### src/rtl/seq_pkg.sv
// Shared constants and types for the sequence pattern monitor slice.
package seq_pkg;

    localparam int NIB_W = 4;

    // Default pattern, oldest nibble first.
    localparam logic [NIB_W-1:0] PAT0 = 4'b0001;
    localparam logic [NIB_W-1:0] PAT1 = 4'b0010;
    localparam logic [NIB_W-1:0] PAT2 = 4'b0011;

    // History fill level. One step per valid sample; FULL is terminal until reset.
    typedef enum logic [1:0] {
        FILL_EMPTY = 2'd0,
        FILL_ONE   = 2'd1,
        FILL_TWO   = 2'd2,
        FILL_FULL  = 2'd3
    } fill_state_t;

    // True once two nibbles are held, i.e. an incoming third can complete a pattern.
    function automatic logic fill_ready(input fill_state_t fill);
        return (fill == FILL_TWO) || (fill == FILL_FULL);
    endfunction

endpackage

### src/rtl/seq_history.sv
// Nibble history shift register and fill-level FSM.
// Only the two newest nibbles take part in the compare (the incoming sample is the
// third), so the oldest stage of the 3-deep history is never observable and is not kept.
module seq_history
    import seq_pkg::*;
(
    input  logic             CLK,
    input  logic             Reset,
    input  logic             Valid,
    input  logic [NIB_W-1:0] Number,
    output logic [NIB_W-1:0] h1,
    output logic [NIB_W-1:0] h0,
    output fill_state_t      Fill
);

    fill_state_t      fill_state_r;
    fill_state_t      fill_next_s;
    logic [NIB_W-1:0] h1_r;
    logic [NIB_W-1:0] h0_r;

    // Fill state register; reset returns to EMPTY.
    always_ff @(posedge CLK) begin
        if (Reset) begin
            fill_state_r <= FILL_EMPTY;
        end else begin
            fill_state_r <= fill_next_s;
        end
    end

    // Fill next-state: advance one step per valid sample, saturate at FULL.
    always_comb begin
        fill_next_s = fill_state_r;
        if (Valid) begin
            case (fill_state_r)
                FILL_EMPTY: fill_next_s = FILL_ONE;
                FILL_ONE:   fill_next_s = FILL_TWO;
                FILL_TWO:   fill_next_s = FILL_FULL;
                FILL_FULL:  fill_next_s = FILL_FULL;
                default:    fill_next_s = FILL_EMPTY;
            endcase
        end else begin
            fill_next_s = fill_state_r;
        end
    end

    // History shift on valid samples; holds otherwise.
    always_ff @(posedge CLK) begin
        if (Reset) begin
            h1_r <= {NIB_W{1'b0}};
            h0_r <= {NIB_W{1'b0}};
        end else if (Valid) begin
            h1_r <= h0_r;
            h0_r <= Number;
        end
    end

    assign h1   = h1_r;
    assign h0   = h0_r;
    assign Fill = fill_state_r;

endmodule

### src/rtl/seq_pattern_monitor.sv
// Watches the qualified nibble stream for a 3-nibble pattern (overlap allowed),
// pulses Match per hit, keeps a saturating hit count and the hit-to-hit distance.
module seq_pattern_monitor
    import seq_pkg::*;
#(
    parameter logic [NIB_W-1:0] P0    = PAT0,
    parameter logic [NIB_W-1:0] P1    = PAT1,
    parameter logic [NIB_W-1:0] P2    = PAT2,
    parameter int               CNT_W = 8
) (
    input  logic             CLK,
    input  logic             Reset,
    input  logic [NIB_W-1:0] Number,
    input  logic             Valid,
    output logic             Match,
    output logic [CNT_W-1:0] MatchCount,
    output logic [CNT_W-1:0] Period,
    output logic             PeriodValid
);

    localparam logic [CNT_W-1:0] CNT_MAX  = {CNT_W{1'b1}};
    localparam logic [CNT_W-1:0] CNT_ONE  = {{(CNT_W-1){1'b0}}, 1'b1};
    localparam logic [CNT_W-1:0] CNT_ZERO = {CNT_W{1'b0}};

    logic [NIB_W-1:0] h1_s;
    logic [NIB_W-1:0] h0_s;
    fill_state_t      fill_s;

    logic             hit_s;
    logic [CNT_W-1:0] since_inc_s;
    logic [CNT_W-1:0] count_inc_s;

    logic             match_r;
    logic [CNT_W-1:0] match_count_r;
    logic [CNT_W-1:0] period_r;
    logic             period_valid_r;
    logic [CNT_W-1:0] since_r;
    logic             hit_seen_r;

    seq_history u_history (
        .CLK    (CLK),
        .Reset  (Reset),
        .Valid  (Valid),
        .Number (Number),
        .h1     (h1_s),
        .h0     (h0_s),
        .Fill   (fill_s)
    );

    // Hit detect on the incoming sample plus saturating increments of both counters.
    always_comb begin
        hit_s       = 1'b0;
        since_inc_s = since_r;
        count_inc_s = match_count_r;
        if (Valid && fill_ready(fill_s) && (h1_s == P0) && (h0_s == P1) && (Number == P2)) begin
            hit_s = 1'b1;
        end else begin
            hit_s = 1'b0;
        end
        if (since_r != CNT_MAX) begin
            since_inc_s = since_r + CNT_ONE;
        end else begin
            since_inc_s = CNT_MAX;
        end
        if (match_count_r != CNT_MAX) begin
            count_inc_s = match_count_r + CNT_ONE;
        end else begin
            count_inc_s = CNT_MAX;
        end
    end

    // Registered match pulse, hit count, sample distance and period bookkeeping.
    always_ff @(posedge CLK) begin
        if (Reset) begin
            match_r        <= 1'b0;
            match_count_r  <= CNT_ZERO;
            period_r       <= CNT_ZERO;
            period_valid_r <= 1'b0;
            since_r        <= CNT_ZERO;
            hit_seen_r     <= 1'b0;
        end else begin
            match_r <= hit_s;
            if (hit_s) begin
                match_count_r <= count_inc_s;
                // The first hit only starts the distance measurement.
                if (hit_seen_r) begin
                    period_r       <= since_inc_s;
                    period_valid_r <= 1'b1;
                end
                hit_seen_r <= 1'b1;
                since_r    <= CNT_ZERO;
            end else if (Valid) begin
                since_r <= since_inc_s;
            end
        end
    end

    assign Match       = match_r;
    assign MatchCount  = match_count_r;
    assign Period      = period_r;
    assign PeriodValid = period_valid_r;

endmodule

### config.mk
export PLATFORM = sky130hd
export DESIGN_NAME = seq_pattern_monitor
export DESIGN_NICKNAME = d
export VERILOG_FILES = /design/src/rtl/seq_pkg.sv /design/src/rtl/seq_history.sv /design/src/rtl/seq_pattern_monitor.sv
export SDC_FILE = /design/constraint.sdc
export NUM_CORES = 1
export LEC_CHECK = 0
export ABC_AREA = 1
export CORE_ASPECT_RATIO = 0.8
export CORE_MARGIN = 1.5
export CORE_UTILIZATION = 58
export CTS_CLUSTER_DIAMETER = 40
export DETAILED_ROUTE_END_ITERATION = 10
export PLACE_DENSITY = 0.84
export RECOVER_POWER = 50
export REMOVE_ABC_BUFFERS = 1
export SETUP_SLACK_MARGIN = 0.4
export SYNTH_ARGS = -nofsm -noshare
export SYNTH_HDL_FRONTEND = slang
export SYNTH_SLANG_ARGS = --single-unit
### constraint.sdc
create_clock -name CLK -period 2.78 [get_ports CLK]
set_input_delay 0.417 -clock CLK [delete_from_list [all_inputs] [get_ports CLK]]
set_output_delay 0.417 -clock CLK [all_outputs]
set_load 0.05 [all_outputs]
# After elaboration in Yosys (flattened, before gate mapping)
# Index checks and enable logic that the tools add are counted.
[word_totals]
reg_bits = 37
input_bits = 7
output_inout_bits = 18
[op_classes]
add_sub_neg = 2
n_eq_ne = 8
n_mux = 4
reduce_logical = 9
[op_table]
columns = ["op", "n"]
rows = [
  ["8-bit by 1-bit adder with 8-bit output, second input constant", 2],
  ["8-bit two-way mux", 2],
  ["8-bit != test, second input constant", 2],
  ["4-bit by 2-bit equality test with 1-bit output, second input constant", 2],
  ["2-bit one-hot mux with 3 select lines", 1],
  ["2-bit equality test, second input constant", 2],
  ["4-bit by 1-bit equality test with 1-bit output, second input constant", 1],
  ["1-bit logical AND", 4],
  ["2-bit OR reduction", 2],
  ["2-bit by 1-bit equality test with 1-bit output, second input constant", 1],
  ["2-bit zero test", 1],
  ["2-bit AND reduction", 1],
  ["1-bit logical OR", 1],
  ["1-bit two-way mux", 1],
]

# Longest topological paths before layout
[depth]
word_depth = 8
depth_mapped = 9

# Hierarchy
# From an unflattened synthesis, not the netlist that was laid out.
[hier_totals]
cells_unflattened = 292
hier_area_um2 = 1874.3
[by_module_without_submodules]
columns = ["module", "n_inst", "cells_each", "area_each_um2", "seq_area_each_um2"]
rows = [
  ["seq_pattern_monitor", 1, 249, 1516.5, 540.5],
  ["seq_history", 1, 43, 357.8, 200.2],
]

# Least setup slack after synthesis
# Ideal clock, no wire load.
[synth_timing]
kind = "register to register"
startpoint = "register match_count_r[1] (netlist: MatchCount[1])"
endpoint = "register match_count_r[2] (netlist: MatchCount[2])"
setup_time_ns = 0.070
arrival_ns = 1.560
t_required_ns = 2.710
slack_ns = 1.149
path_stages_with_launch = 8
n_path_buf = 0
cell_sequence = "dfxtp_1 > ha_1 > nand2_1 > nor2_2 > nand2_2 > nand2_1 > nand3_1 > a21oi_1"
[synth_via]
elab_chain_cells = 2
word_cells_on_any_way = 3
cone_classes = "add/sub: 1; eq/ne: 1; mux: 1"
[synth_rtl]
columns = ["item", "line", "text"]
rows = [
  ["start: declaration", "seq_pattern_monitor.sv:34", "logic [CNT_W-1:0] match_count_r;"],
  ["start signal: assignment", "seq_pattern_monitor.sv:84", "match_count_r <= count_inc_s;"],
  ["8-bit by 1-bit adder with 8-bit output / 8-bit != test (equally long branches)", "seq_pattern_monitor.sv:66, seq_pattern_monitor.sv:65", ""],
  ["8-bit two-way mux (*)", "seq_pattern_monitor.sv:65", "if (match_count_r != CNT_MAX) begin"],
]
# Every way passes the cells marked *; elsewhere a longest branch is shown, timed or not.
# A chain may end at the register's enable or synchronous reset.

# Worst setup path in the final report
[layout_timing]
startpoint = "input port Valid"
endpoint = "register match_count_r[1] (netlist: MatchCount[1])"
[layout_via]
elab_chain_cells = 5
[layout_rtl]
columns = ["item", "line", "text"]
rows = [
  ["start: declaration", "seq_pattern_monitor.sv:14", "input logic Valid,"],
  ["1-bit logical AND (4 in series)", "seq_pattern_monitor.sv:55", "if (Valid && fill_ready(fill_s) && (h1_s == P0) && (h0_s == P1) && (Number == P2)) begin"],
  ["1-bit two-way mux", "seq_pattern_monitor.sv:55", ""],
]
# Every way passes these cells.

==> results by stage <==
Status:
- The run finished with clean final reports.

Yosys:
- Synthesis produced a netlist whose cell count is 277.
- After synthesis, the mean cell area works out to 6.67 sq um.
- The synthesized netlist devotes 0.474% of its cell area to XOR and XNOR gates.
- The fraction of registers with async set or reset after synthesis is 0%.
- The count of warnings emitted by yosys is 0.
- The dominant combinational cell family by area after synthesis is simple AND/OR/NAND/NOR gates.
- In this run the biggest area consumer among cell types represents 40.1% of the synthesized area.
- Summing the areas of all compound-gate instances in the mapped netlist gives 9.96% of the synthesized area.
- After synthesis, the cell types taking the most area are dfxtp_1 (40%), nand2_1 (16%), nor2_1 (8.5%).
- In this run, synthesis inferred 0 flip-flops with an integrated enable.
- Sequential cells were found to cover 40.1% of the synthesized design area.
- Of the total synthesized cell area, the portion taken by full adders, half adders and majority gates is 1.36%.
- The number of register bits inferred by synthesis is 37.
- The mux share of post-synthesis cell area is 0%.
- In this run, distinct cell masters in the synthesized netlist total 28.
- The cell type with the highest aggregate area in the netlist is dfxtp_1.
- After Yosys synthesis, and, or, nand and nor cells account for 39.0% of the synthesized area.
- In the synthesized netlist the dominant register cell turns out to be dfxtp_1.
- The synthesized netlist occupies a cell area of 1850 sq um.

Global route:
- The first global-routing pass estimated 6.54 mm of wire.
- The aggregate global routing overflow is 0.
- Entering global routing, the biggest net connects 18 pins.
- In the global route stage, overall resource usage came out at 24.4%.
- The initial antenna violation count is 0.
- The via count of the first global-routing pass is 1515.

Clock network:
- The number of hold buffers added after CTS was 0.
- The register clock-pin slew on the reported worst setup and hold paths is 0.07 ns.
- In this run, CTS created clock tree buffers numbering 5.
- The later-pin clock latency in the skew report is 0.28 ns.
- The number of setup buffers added after CTS is 0.
- Once the clock tree was built, the resizer swapped 0 gates to a different size.
- TritonCTS built the clock tree.
- The buffer cell driving the clock tree root is clkbuf_8.
- In this run the number of H-tree levels came out at 2.
- The total number of clock tree sinks is 37.
- The longest clock path from root to sink contains 2 buffers.

Power and ir drop:
- The overall power consumption is 0.999 mW.
- The switching share of total power is 23.4%.
- The net load switching power is 0.233 mW.
- The portion of total power attributed to sequential cells is 55.5%.
- The leakage power summed over all cells is 0.952 nW.
- The peak ir drop on the vdd network is 0.000415 V.
- The share of total power dissipated in combinational logic is 7.0%.
- The relative contribution of the clock network to total power is 37.5%.
- The internal cell power is 0.766 mW.
- In this run the power density over the cells is 457 nW/um^2.

Floorplan:
- The die is 66.1 um wide.
- The die is 53.5 um tall.
- After floorplanning, the core was sized to cover 3060 sq um.
- The placement row count is 18.
- The initial utilization of the core area, before any placement, comes to 60.3%.
- The die footprint is 3530 sq um.
- 25 I/O pins were placed.

Routing:
- The remaining number of nets flagged by the antenna check after routing is 0.
- In the final routed layout, each cell accounts on average for 11.2 um.
- The number of design-rule violations left by the first detailed-router iteration is 125.
- The residual DRC count is 0.
- Before antenna repair, the detailed router went through 4 iterations.
- Using the TritonRoute via totals, the vias-per-cell ratio works out to 5.10.
- The via count is 1759.
- Summed over all layers, the routed wires come to 3.86 mm.

Critical path:
- The startpoint identified for the worst register-to-register timing path is MatchCount[1]$_SDFFE_PP0P_.
- The critical path launch point type is an input pin.
- The number of cells traversed by the worst register-to-register path is 7.
- In this run the worst path has a maximum fanout of 13.
- The worst setup path is of the in -> reg kind.
- The arrival time at the worst endpoint is 2.19 ns.
- The worst register-to-register path ends at MatchCount[2]$_SDFFE_PP0P_.
- Across all register-to-register paths, the minimum setup slack is 1.30 ns.
- The worst setup path is captured at a register.
- The endpoint required time on the critical path is 2.97 ns.

Min path:
- The startpoint identified for the worst hold timing path is PeriodValid$_SDFFE_PP0P_.
- The worst hold path was traced through 2 stages.
- The worst hold-check path type is reg -> reg.
- For hold timing, the worst endpoint is PeriodValid$_SDFFE_PP0P_.

Timing:
- The setup-violating endpoint count in the final report is 0.
- Of the available clock period, the critical path in the final layout requires 72.1%.
- The count of endpoints failing hold in the final timing report is 0.
- The clock tree skew after final layout is 0.00308 ns.
- The transition time at the pin with the least slew margin is 0.506 ns.
- The sum of negative setup slack is 0 ns.
- Setup repair after global routing left no endpoint under its margin.
- The final-report max-slew violation count is 0.
- The maximum clock frequency is 499 MHz.
- The post-route minimum period is 2.00 ns.
- The normalized max-slew margin is 66.2%.

Final layout:
- 0 antenna diodes ended up in the layout.
- The layout cell share with drive strength beyond 1 is 6.56%.
- After filler insertion, the fill cell instance count of the layout stands at 275.
- The layout overhead on the synthesized area is 18.5%.
- The net count of the finished layout is 314.

Placed design:
- Once detailed placement completed, the half-perimeter wirelength came to 2.73 mm.
- The routability congestion estimate from global placement is 0.888.
- The number of buffers inserted by port buffering is 24.

Flow run:
- The count of max-cap constraint violations is 0.
worst max-delay path by stage:
stage	startpoint	end	slack, ns	depth (start not counted)
6_report	Valid	MatchCount[1]$_SDFFE_PP0P_	0.78	8
3_5_place_dp	Valid	MatchCount[2]$_SDFFE_PP0P_	0.72	8
2_1_floorplan	MatchCount[1]$_SDFFE_PP0P_	MatchCount[2]$_SDFFE_PP0P_	1.15	7
3_3_place_gp	Valid	MatchCount[1]$_SDFFE_PP0P_	0.73	8
5_1_grt	Valid	MatchCount[1]$_SDFFE_PP0P_	0.62	8
4_1_cts	MatchCount[2]$_SDFFE_PP0P_	MatchCount[2]	0.79	1
cell families after synthesis:
logic type,Yosys count
flip-flops,37
buffers and inverters,41
adder cells (fa/ha/maj),2
XOR/XNOR,1
AO/OA/AOI/OAI,36
AND/OR/NAND/NOR,160
layer usage:
layer / vias to the layer above / GRT usage, % / routed length (um)
li1: 931 / - / -
met2: 30 / 41.2 / 1810
met1: 793 / 30.9 / 1870
met3: 5 / 5.74 / 147
met4: 0 / 7.82 / 33
met5: - / 0 / 0
cell type report:
cell class | instances | area (sq um) | share of cell area [%]
multi-input cells | 199 | 921 | 42.1
repair buffers | 27 | 259 | 11.8
well taps | 40 | 50.0 | 2.29
inverters | 35 | 131 | 6.00
flip-flops and latches | 37 | 741 | 33.8
clock buffers | 7 | 86.3 | 3.95
placed cells by master, fill, tap and decap left out, types with 2 or more instances in the layout:
master	netlist	final
inv_1	34	34
clkbuf_8	0	6
clkdlybuf4s50_1	0	16
a21oi_1	20	20
nand3_1	21	21
dlygate4sd3_1	0	8
clkbuf_1	1	2
dfxtp_1	37	37
ha_1	2	2
nand2_1	78	79
o21ai_0	14	14
nor2_1	42	43
buf_4	1	2
nand2_2	5	4
nor2_2	2	2
nand4_1	2	3
stage by stage:
step / setup WS (ns) / cells / instance area, sq um / util [%] / hold slack, ns
floorplan: 1.15 / 271 / 1810 / - / 0.442
detailed placement: 0.719 / 338 / 2120 / 69.3 / 0.442
global placement: 0.733 / 338 / 2120 / 69.3 / 0.440
global route: 0.615 / 345 / 2190 / 71.4 / 0.499
finish: 0.776 / 345 / 2190 / 71.4 / 0.451
CTS: 0.792 / 345 / 2210 / 72.1 / 0.453
worst max-delay path: stages:
cell and delay (ns):
dlygate4sd3_1 0.80, nand4_1 0.14, nor2_1 0.25, nand2_1 0.13
nand2_1 0.24, inv_1 0.09, nand2_1 0.06, nand2_1 0.04
registers in the layout (all words and copies together) (netlist names):
name and cells:
PeriodValid 1, Period 8, hit_seen_r 1, MatchCount 8
u_history.Fill 2, since_r 8, u_history.h0 4, u_history.h1 4
Match 1
power by group through the flow:
stage | Sequential (mW) | Combinational (mW) | Clock, mW
global placement | 0.566 | 0.0701 | 0
detailed placement | 0.567 | 0.0713 | 0
global route | 0.557 | 0.0800 | 0.401
floorplan | 0.564 | 0.0411 | 0
CTS | 0.555 | 0.0722 | 0.378
finish | 0.555 | 0.0699 | 0.374
synth_stat cells (2+ instances only):
library cell,number
a21oi_1,20
buf_2,3
dfxtp_1,37
ha_1,2
inv_1,34
nand2_1,78
nand2_2,5
nand3_1,21
nand4_1,2
nor2_1,42
nor2_2,2
nor2_4,2
o21ai_0,14
No activity file was read; power rests on OpenSTA's default activity.
